`src/rtl/einstein_pkg.sv`:
```
// Shared types and helpers for the Einstein Z80 mode-2 interrupt controller.
package einstein_pkg;

  localparam int unsigned NCH_MAX = 8;
  localparam int unsigned IDX_W   = 3;

  typedef enum logic [1:0] {
    IDLE   = 2'd0,
    ASSERT = 2'd1,
    ACK    = 2'd2
  } state_t;

  typedef struct packed {
    logic             valid;
    logic [IDX_W-1:0] idx;
  } lsb_t;

  // Index of the lowest set bit (highest priority), with a valid flag.
  function automatic lsb_t lowest_set(input logic [NCH_MAX-1:0] v);
    lsb_t r;
    r = '0;
    for (int i = NCH_MAX - 1; i >= 0; i--) begin
      if (v[i]) begin
        r.valid = 1'b1;
        r.idx   = IDX_W'(i);
      end
    end
    return r;
  endfunction

endpackage

```
`src/rtl/einstein_irq_ctrl_sync.sv`:
```
// Per-channel 2-flop synchroniser for an active-low request plus falling-edge detector.
module irq_sync_edge (
  input  logic clk_sys,
  input  logic reset,
  input  logic irq_n,
  output logic s_n,
  output logic fall_c
);

  logic meta_n;
  logic prev_n;

  // Flops idle high so a released source never looks like an edge out of reset.
  always_ff @(posedge clk_sys or posedge reset) begin
    if (reset) begin
      meta_n <= 1'b1;
      s_n    <= 1'b1;
      prev_n <= 1'b1;
    end else begin
      meta_n <= irq_n;
      s_n    <= meta_n;
      prev_n <= s_n;
    end
  end

  assign fall_c = prev_n & ~s_n;

endmodule

```
`src/rtl/einstein_irq_ctrl.sv`:
```
// Z80 mode-2 vectored interrupt controller with IEI/IEO daisy chain.
// Optional in-service nesting is enabled by defining IRQ_NESTING_EN.
module einstein_irq_ctrl
  import einstein_pkg::*;
#(
  parameter int unsigned NCH      = 4,
  parameter logic [7:0]  VEC_BASE = 8'h00
) (
  input  logic           clk_sys,
  input  logic           reset,
  input  logic [NCH-1:0] irq_n,
  input  logic [NCH-1:0] mode,
  input  logic           inta_n,
  input  logic           reti,
  input  logic           iei,
  output logic           ieo,
  input  logic           mask_we,
  input  logic [NCH-1:0] mask_din,
  input  logic [NCH-1:0] pend_clr,
  output logic           int_n,
  output logic [7:0]     vector,
  output logic           vec_oe,
  output logic [NCH-1:0] mask_q,
  output logic [NCH-1:0] pending_q
);

  state_t         state;
  state_t         state_nxt;
  logic [NCH-1:0] s_n;
  logic [NCH-1:0] fall_c;
  logic [NCH-1:0] pend_hold_c;
  logic [NCH-1:0] pend_set_c;
  logic [NCH-1:0] pend_nxt_c;
  logic [NCH-1:0] elig_c;
  logic [NCH-1:0] req_c;
  logic [NCH-1:0] sel_bit_c;
  logic [NCH-1:0] ack_clr_c;
  lsb_t           sel_c;
  logic           ack_entry_c;
  logic           int_n_nxt_c;
  logic           vec_oe_nxt_c;
  logic           in_service_c;

  for (genvar g = 0; g < NCH; g++) begin : g_sync
    irq_sync_edge u_sync (
      .clk_sys (clk_sys),
      .reset   (reset),
      .irq_n   (irq_n[g]),
      .s_n     (s_n[g]),
      .fall_c  (fall_c[g])
    );
  end

`ifdef IRQ_NESTING_EN
  logic [NCH-1:0] isr;
  logic [NCH-1:0] isr_low_c;

  // Lowest in-service bit; subtracting one gives the strictly-higher-priority set
  // (all ones when nothing is in service).
  assign isr_low_c    = isr & (~isr + NCH'(1));
  assign elig_c       = isr_low_c - NCH'(1);
  assign in_service_c = |isr;

  always_ff @(posedge clk_sys or posedge reset) begin
    if (reset) begin
      isr <= '0;
    end else begin
      isr <= (isr & ~(reti ? isr_low_c : '0)) | (ack_entry_c ? sel_bit_c : '0);
    end
  end
`else
  logic unused_reti;

  assign unused_reti  = reti;
  assign elig_c       = '1;
  assign in_service_c = 1'b0;
`endif

  // Request view includes this cycle's edges so int_n follows the synchroniser by one flop.
  assign pend_hold_c = pending_q & ~pend_clr;
  assign pend_set_c  = (mode & (fall_c | pend_hold_c)) | (~mode & ~s_n);
  assign req_c       = pend_set_c & ~mask_q & elig_c;
  assign sel_c       = lowest_set(NCH_MAX'(req_c));
  assign sel_bit_c   = NCH'(1) << sel_c.idx;
  assign ack_entry_c = (state == ASSERT) && (state_nxt == ACK);
  assign ack_clr_c   = ack_entry_c ? (sel_bit_c & mode) : '0;
  // A fresh edge beats a same-cycle clear.
  assign pend_nxt_c  = (mode & (fall_c | (pend_hold_c & ~ack_clr_c))) | (~mode & ~s_n);

  assign ieo = iei & (state == IDLE) & ~in_service_c;

  always_ff @(posedge clk_sys or posedge reset) begin
    if (reset) begin
      state  <= IDLE;
      int_n  <= 1'b1;
      vec_oe <= 1'b0;
    end else begin
      state  <= state_nxt;
      int_n  <= int_n_nxt_c;
      vec_oe <= vec_oe_nxt_c;
    end
  end

  always_comb begin
    state_nxt = state;
    case (state)
      IDLE: begin
        if (sel_c.valid && iei && inta_n) state_nxt = ASSERT;
      end
      ASSERT: begin
        if (!sel_c.valid || !iei) state_nxt = IDLE;
        else if (!inta_n)         state_nxt = ACK;
      end
      ACK: begin
        if (inta_n) state_nxt = IDLE;
      end
      default: state_nxt = IDLE;
    endcase
  end

  always_comb begin
    int_n_nxt_c  = 1'b1;
    vec_oe_nxt_c = 1'b0;
    if (state_nxt == ASSERT) int_n_nxt_c  = 1'b0;
    if (state_nxt == ACK)    vec_oe_nxt_c = 1'b1;
  end

  // Vector is frozen at acknowledge entry and held through the ACK phase.
  always_ff @(posedge clk_sys or posedge reset) begin
    if (reset) begin
      vector <= VEC_BASE;
    end else if (ack_entry_c) begin
      vector <= VEC_BASE | {4'h0, sel_c.idx, 1'b0};
    end
  end

  always_ff @(posedge clk_sys or posedge reset) begin
    if (reset) begin
      mask_q    <= '1;
      pending_q <= '0;
    end else begin
      if (mask_we) mask_q <= mask_din;
      pending_q <= pend_nxt_c;
    end
  end

endmodule
```
`config.mk`:
```
export PLATFORM = sky130hd
export DESIGN_NAME = einstein_irq_ctrl
export DESIGN_NICKNAME = d
export VERILOG_FILES = /design/src/rtl/einstein_pkg.sv /design/src/rtl/einstein_irq_ctrl_sync.sv /design/src/rtl/einstein_irq_ctrl.sv
export SDC_FILE = /design/constraint.sdc
export NUM_CORES = 1
export LEC_CHECK = 0
export ABC_AREA = 1
export CAP_MARGIN = 10
export CELL_PAD_IN_SITES_DETAIL_PLACEMENT = 1
export CELL_PAD_IN_SITES_GLOBAL_PLACEMENT = 1
export CORE_MARGIN = 2
export CORE_UTILIZATION = 33
export CTS_CLUSTER_SIZE = 24
export DETAILED_ROUTE_END_ITERATION = 7
export PLACE_DENSITY_LB_ADDON = 0.1
export SYNTH_ARGS = -nofsm -noshare
export SYNTH_HDL_FRONTEND = slang
export SYNTH_SLANG_ARGS = --single-unit
export TNS_END_PERCENT = 5
```
`constraint.sdc`:
```
create_clock -name clk_sys -period 1.45 [get_ports clk_sys]
set_input_delay 0.29 -clock clk_sys [delete_from_list [all_inputs] [get_ports clk_sys]]
set_output_delay 0.29 -clock clk_sys [all_outputs]
set_load 0.05 [all_outputs]
```
# After elaboration in Yosys (flattened, before gate mapping)
# Index checks and enable logic that the tools add are counted.
[classes]
n_eq_ne = 4
bitwise = 25
shift = 1
n_reduce_logical = 7
muxes = 12
[op_table]
columns = ["operator", "n"]
rows = [
  ["4-bit bitwise AND", 7],
  ["4-bit two-way mux", 5],
  ["4-bit inverter", 5],
  ["4-bit bitwise OR", 4],
  ["2-bit two-way mux", 4],
  ["2-bit case mux with 3 select lines", 1],
  ["1-bit bitwise AND", 5],
  ["2-bit by 1-bit == test with 1-bit output, second input constant", 2],
  ["2-bit == test, second input constant", 2],
  ["1-bit inverter", 4],
  ["1-bit by 3-bit << shifter with 4-bit output, first input constant", 1],
  ["1-bit logical AND", 3],
  ["1-bit logical NOT", 2],
  ["2-bit logical NOT", 1],
  ["1-bit two-way mux", 2],
  ["1-bit logical OR", 1],
]
[word_totals]
reg_bits = 27
output_inout_bits = 19

# Longest topological paths before layout
[logic_depth]
depth_word = 22
depth_mapped = 11
ltp_nobuf = 11

# Modules after synthesis
# From an unflattened synthesis, not the netlist that was laid out.
[hier_totals]
hier_cells = 132
hier_area_um2 = 1272.5
[by_module_without_submodules]
columns = ["mod", "area_each_um2", "seq_area_each_um2", "n_inst", "cells_each"]
rows = [
  ["einstein_irq_ctrl", 902.1, 356.6, 1, 108],
  ["irq_sync_edge", 92.6, 78.8, 4, 6],
]

# Worst setup path after synthesis
# Ideal clock, no wire load.
[synth_timing]
path_kind = "flip-flop to output port"
from = "register state[1]"
to = "output ieo"
stages_incl_launch_ff = 4
t_arrival_ps = 1207
path_slack_ps = -47
n_path_buf = 0
cell_sequence = "dfrtp_1 -> inv_1 -> nand2_1 -> nor2_1"
[synth_via]
elab_chain_len = 2
[synth_lines]
columns = ["element", "line", "source"]
rows = [
  ["start, declared", "einstein_irq_ctrl.sv:27", "state_t state;"],
  ["start signal, assigned", "einstein_irq_ctrl.sv:98", "state <= state_nxt;"],
  ["2-bit logical NOT", "einstein_irq_ctrl.sv:90", "assign ieo = iei & (state == IDLE) & ~in_service_c;"],
  ["1-bit bitwise AND", "einstein_irq_ctrl.sv:90", ""],
  ["end, declared", "einstein_irq_ctrl.sv:16", "output logic ieo,"],
]
# Every way passes these cells.

# Worst setup path after layout
[layout_timing]
from = "register g_sync[1].u_sync.s_n"
to = "register vector[1]"
[layout_via]
elab_chain_len = 14
[layout_lines]
columns = ["element", "line", "source"]
rows = [
  ["start, declared", "einstein_irq_ctrl_sync.sv:6", "output logic s_n,"],
  ["start signal, assigned", "einstein_irq_ctrl_sync.sv:21", "s_n <= meta_n;"],
  ["1-bit inverter", "einstein_irq_ctrl_sync.sv:26", "assign fall_c = prev_n & ~s_n;"],
  ["1-bit bitwise AND", "einstein_irq_ctrl_sync.sv:26", ""],
  ["4-bit bitwise OR", "einstein_irq_ctrl.sv:81", "assign pend_set_c = (mode & (fall_c | pend_hold_c)) | (~mode & ~s_n);"],
  ["4-bit bitwise AND", "einstein_irq_ctrl.sv:81", ""],
  ["4-bit bitwise OR *", "einstein_irq_ctrl.sv:81", ""],
  ["4-bit bitwise AND *", "einstein_irq_ctrl.sv:82", "assign req_c = pend_set_c & ~mask_q & elig_c;"],
  ["4-bit two-way mux * (2 in a row)", "einstein_pkg.sv:23", "if (v[i]) begin"],
  ["1-bit logical NOT or 1-bit logical AND (tied branches)", "einstein_irq_ctrl.sv:111, einstein_irq_ctrl.sv:108", ""],
  ["1-bit logical OR or 1-bit logical AND (tied branches)", "einstein_irq_ctrl.sv:111, einstein_irq_ctrl.sv:108", ""],
  ["2-bit two-way mux, on equally long branches", "einstein_irq_ctrl.sv:111, einstein_irq_ctrl.sv:108", ""],
  ["2-bit case mux with 3 select lines", "einstein_irq_ctrl.sv:106", "case (state)"],
  ["2-bit == test", "einstein_irq_ctrl.sv:85", "assign ack_entry_c = (state == ASSERT) && (state_nxt == ACK);"],
  ["1-bit logical AND", "einstein_irq_ctrl.sv:85", ""],
  ["end signal, assigned", "einstein_irq_ctrl.sv:133", "vector <= VEC_BASE | {4'h0, sel_c.idx, 1'b0};"],
  ["end, declared", "einstein_irq_ctrl.sv:21", "output logic [7:0] vector,"],
]
# Mark *: on every way between the ends. The rest lies on a longest branch, timed or not.
# A chain may end at the register's enable or synchronous reset.

==> impl_metrics.json <==
{
  "status": "finished with violations",
  "violations": "setup timing",
  "drive_gt1_frac": 0.4451,
  "via_per_inst": 4.190,
  "cts_tree": "built",
  "final-setup-viol-count": 1,
  "clk_pin_slew_ps": 130,
  "die_h_um": 63.51,
  "place_area_mm2": 0.001730,
  "diodes": 0,
  "place_congestion": 0.7188,
  "yosys.area.top_type_share": 0.3822,
  "place_inst": 201,
  "cpMaxStageDelayCell": "dfstp_2",
  "crit_fanout": 5,
  "h-tree-depth": 1,
  "routedWlPerCell_um": 10.48,
  "fp.coreArea_mm2": 0.003363,
  "synthMuxAreaShare": 0,
  "antenna_found_initial": 0,
  "cp_top_family": "flip-flops",
  "hold_ws_ps": 299.4,
  "portBuffers": 33,
  "crit_chain": "inv_1 -> nand2_2 -> nand2_2 -> nand2_4 -> nand2_4 -> nor2_8 -> nor2_4 -> buf_4 -> o21a_1",
  "drv_cap": 0,
  "p_leak_nw": 0.8660,
  "synthToLayoutAreaGrowth_pct": 56.10,
  "reg2regPathDepth": 9,
  "std_cell_rows": 21,
  "ys_seq_area_frac": 0.5749,
  "grt_pass1_vias": 934,
  "synth_compound_area_frac": 0.04925,
  "ys.warnings.count": 0,
  "cts_inserted_buffers": 3,
  "synth_top_family_by_area": "simple AND/OR/NAND/NOR gates",
  "boundaryPins": 41,
  "switchingPower_mw": 0.6306,
  "fin_skew_ps": 1.133,
  "pre_cts_slack_ps": -214.0,
  "reg2reg_from": "g_sync[1].u_sync.s_n",
  "vias": 880,
  "postSynthAreaPerCell_um2": 10.25,
  "track_usage": 0.1208,
  "p_int_mw": 1.239,
  "drc": 0,
  "cp-end-kind": "flip-flop",
  "grt_max_degree": 27,
  "vdd_drop_max_mv": 0.5580,
  "die_w_um": 63.51,
  "die_area_mm2": 0.004034,
  "hold_path_class": "primary input to async pin",
  "max_freq_mhz": 689.6,
  "drt-total-wl_um": 2200,
  "grt_first_pass_wirelength_um": 3857,
  "synth_area_leaders": "dfstp_2 (38%), dfrtp_1 (19%), inv_1 (7.1%)",
  "seqPwrFrac": 0.466,
  "clk_latency_ps": 320,
  "clkPwrFrac": 0.169,
  "synth_largest_area_cell": "dfstp_2",
  "drt_iter0_drc": 5,
  "required_ps": 1680,
  "yosys.area_share.simple": 0.2634,
  "post-route-min-period_ps": 1450,
  "synthAdderAreaFrac": 0,
  "rrSetupSlack_ps": -0.09,
  "finalMaxSlewViolations": 0,
  "crit_arrival_ps": 1680,
  "ant_nets": 0,
  "synthDistinctLibCells": 20,
  "critPathMaxStageDelay_ps": 550,
  "drt_first_pass_iters": 3,
  "initial_core_util": 0.3475,
  "fin_nets": 187,
  "powerDensity_mw_per_mm2": 1025,
  "final-hold-violation-count": 0,
  "grt.overflow.total": 0,
  "utilization": 0.5424,
  "timing.rr.end": "vector[1]",
  "critPathLaunchType": "flip-flop",
  "finalInstanceArea_mm2": 0.001824,
  "hpwl_um": 1727,
  "critPathLaunch": "g_sync[1].u_sync.s_n",
  "synth_area_mm2": 0.001169,
  "root_buffer": "clkbuf_4",
  "critPathBufInv": 2,
  "syn_inst": 114,
  "layout_common_cells": "inv_1 (19), clkdlybuf4s50_1 (19), dfstp_2 (17)",
  "clk_path_buf_depth": 2,
  "ys_seq_elements": 26,
  "synthXorXnorAreaFrac": 0,
  "sw_frac_of_total": 0.3374,
  "endpoint": "vector[1]",
  "rsz0062_at_grt": "yes",
  "fin_cells": 210,
  "crit_cells": 9,
  "setup_slack_ps": -0.08993,
  "cts.sink_count": 26,
  "finalCritPeriodShare": 1.000,
  "p_comb_frac": 0.366,
  "crit_type": "flip-flop to flip-flop"
}
-- worst min path at each step --
| stage | startpoint | end | slack [ps] | depth (start not counted) |
|---|---|---|---|---|
| floorplan | irq_n[0] | g_sync[0].u_sync.meta_n | 290 | 0 |
| global placement | g_sync[1].u_sync.meta_n | g_sync[1].u_sync.s_n | 350 | 0 |
| detailed placement | g_sync[2].u_sync.meta_n | g_sync[2].u_sync.s_n | 350 | 0 |
| CTS | reset | state[0] | 300 | 3 |
| global route | irq_n[3] | g_sync[3].u_sync.meta_n | 330 | 1 |
| finish | reset | state[0] | 300 | 3 |
-- tightest hold or removal path, stage by stage --
cell	delay [ps]
clkdlybuf4s50_1	390
inv_1	50
buf_4	300
-- cell type report --
class                   count  area (µm²)
repair buffers             47       564.3
inverters                  22       82.58
fillers                   409        1539
well taps                  46       57.56
clock buffers               4       26.28
multi-input cells          65       421.7
flip-flops and latches     26       671.9
-- cell usage after synthesis (all sizes together) --
cell type	n
conb	1
o21ai	5
buf	6
nand3	6
nand4	2
nand3b	2
o21a	2
inv	22
nor3	1
o32ai	2
dfstp	17
nand2	31
dfrtp	9
nor2	8
-- repair_timing --
action | CTS | global route
hold buffers | 0 | 0
pin swaps | 2 | 9
setup endpoints to repair | 2 | 7
resized for setup | 4 | 8
setup buffers | 1 | 4
-- cells by family (layout without fill, tap and decap cells) --
family                 Yosys count  in the layout
and+or+nand+nor                 50             50
DFF                             26             26
buffers and inverters           28             73
AOI/OAI and AO/OA                9              9
other                            1              6
-- power groups by stage --
| stage | logic [mW] | registers (mW) | clock network, mW |
|---|---|---|---|
| after floorplan | 0.212 | 1.01 | 0 |
| after global placement | 0.657 | 0.882 | 0 |
| after detailed placement | 0.663 | 0.884 | 0 |
| after CTS | 0.668 | 0.873 | 0.332 |
| after global routing | 0.724 | 0.881 | 0.365 |
| final | 0.683 | 0.871 | 0.315 |
-- sequential cells by signal (all words and copies together) (netlist names) --
name and flops:
g_sync.u_sync.meta_n 4, g_sync.u_sync.prev_n 4, g_sync.u_sync.s_n 4, int_n 1, mask_q 4, pending_q 4, state 2, vec_oe 1
vector 2
-- layer usage --
layer	vias to the layer above	track usage	share of wire
met3	4	0.02321	0.056
met2	26	0.2066	0.51
met5	-	0	0
li1	438	-	-
met1	412	0.1455	0.42
met4	0	0.05707	0.020
-- through the flow --
stage | power (mW) | setup TNS (ps)
finish | 1.869 | -0.08993
global route | 1.970 | -359.8
CTS | 1.873 | 0
detailed placement | 1.547 | -1477
global placement | 1.538 | -1057
floorplan | 1.224 | -0.1670
Power figures use the tool's default switching activity.
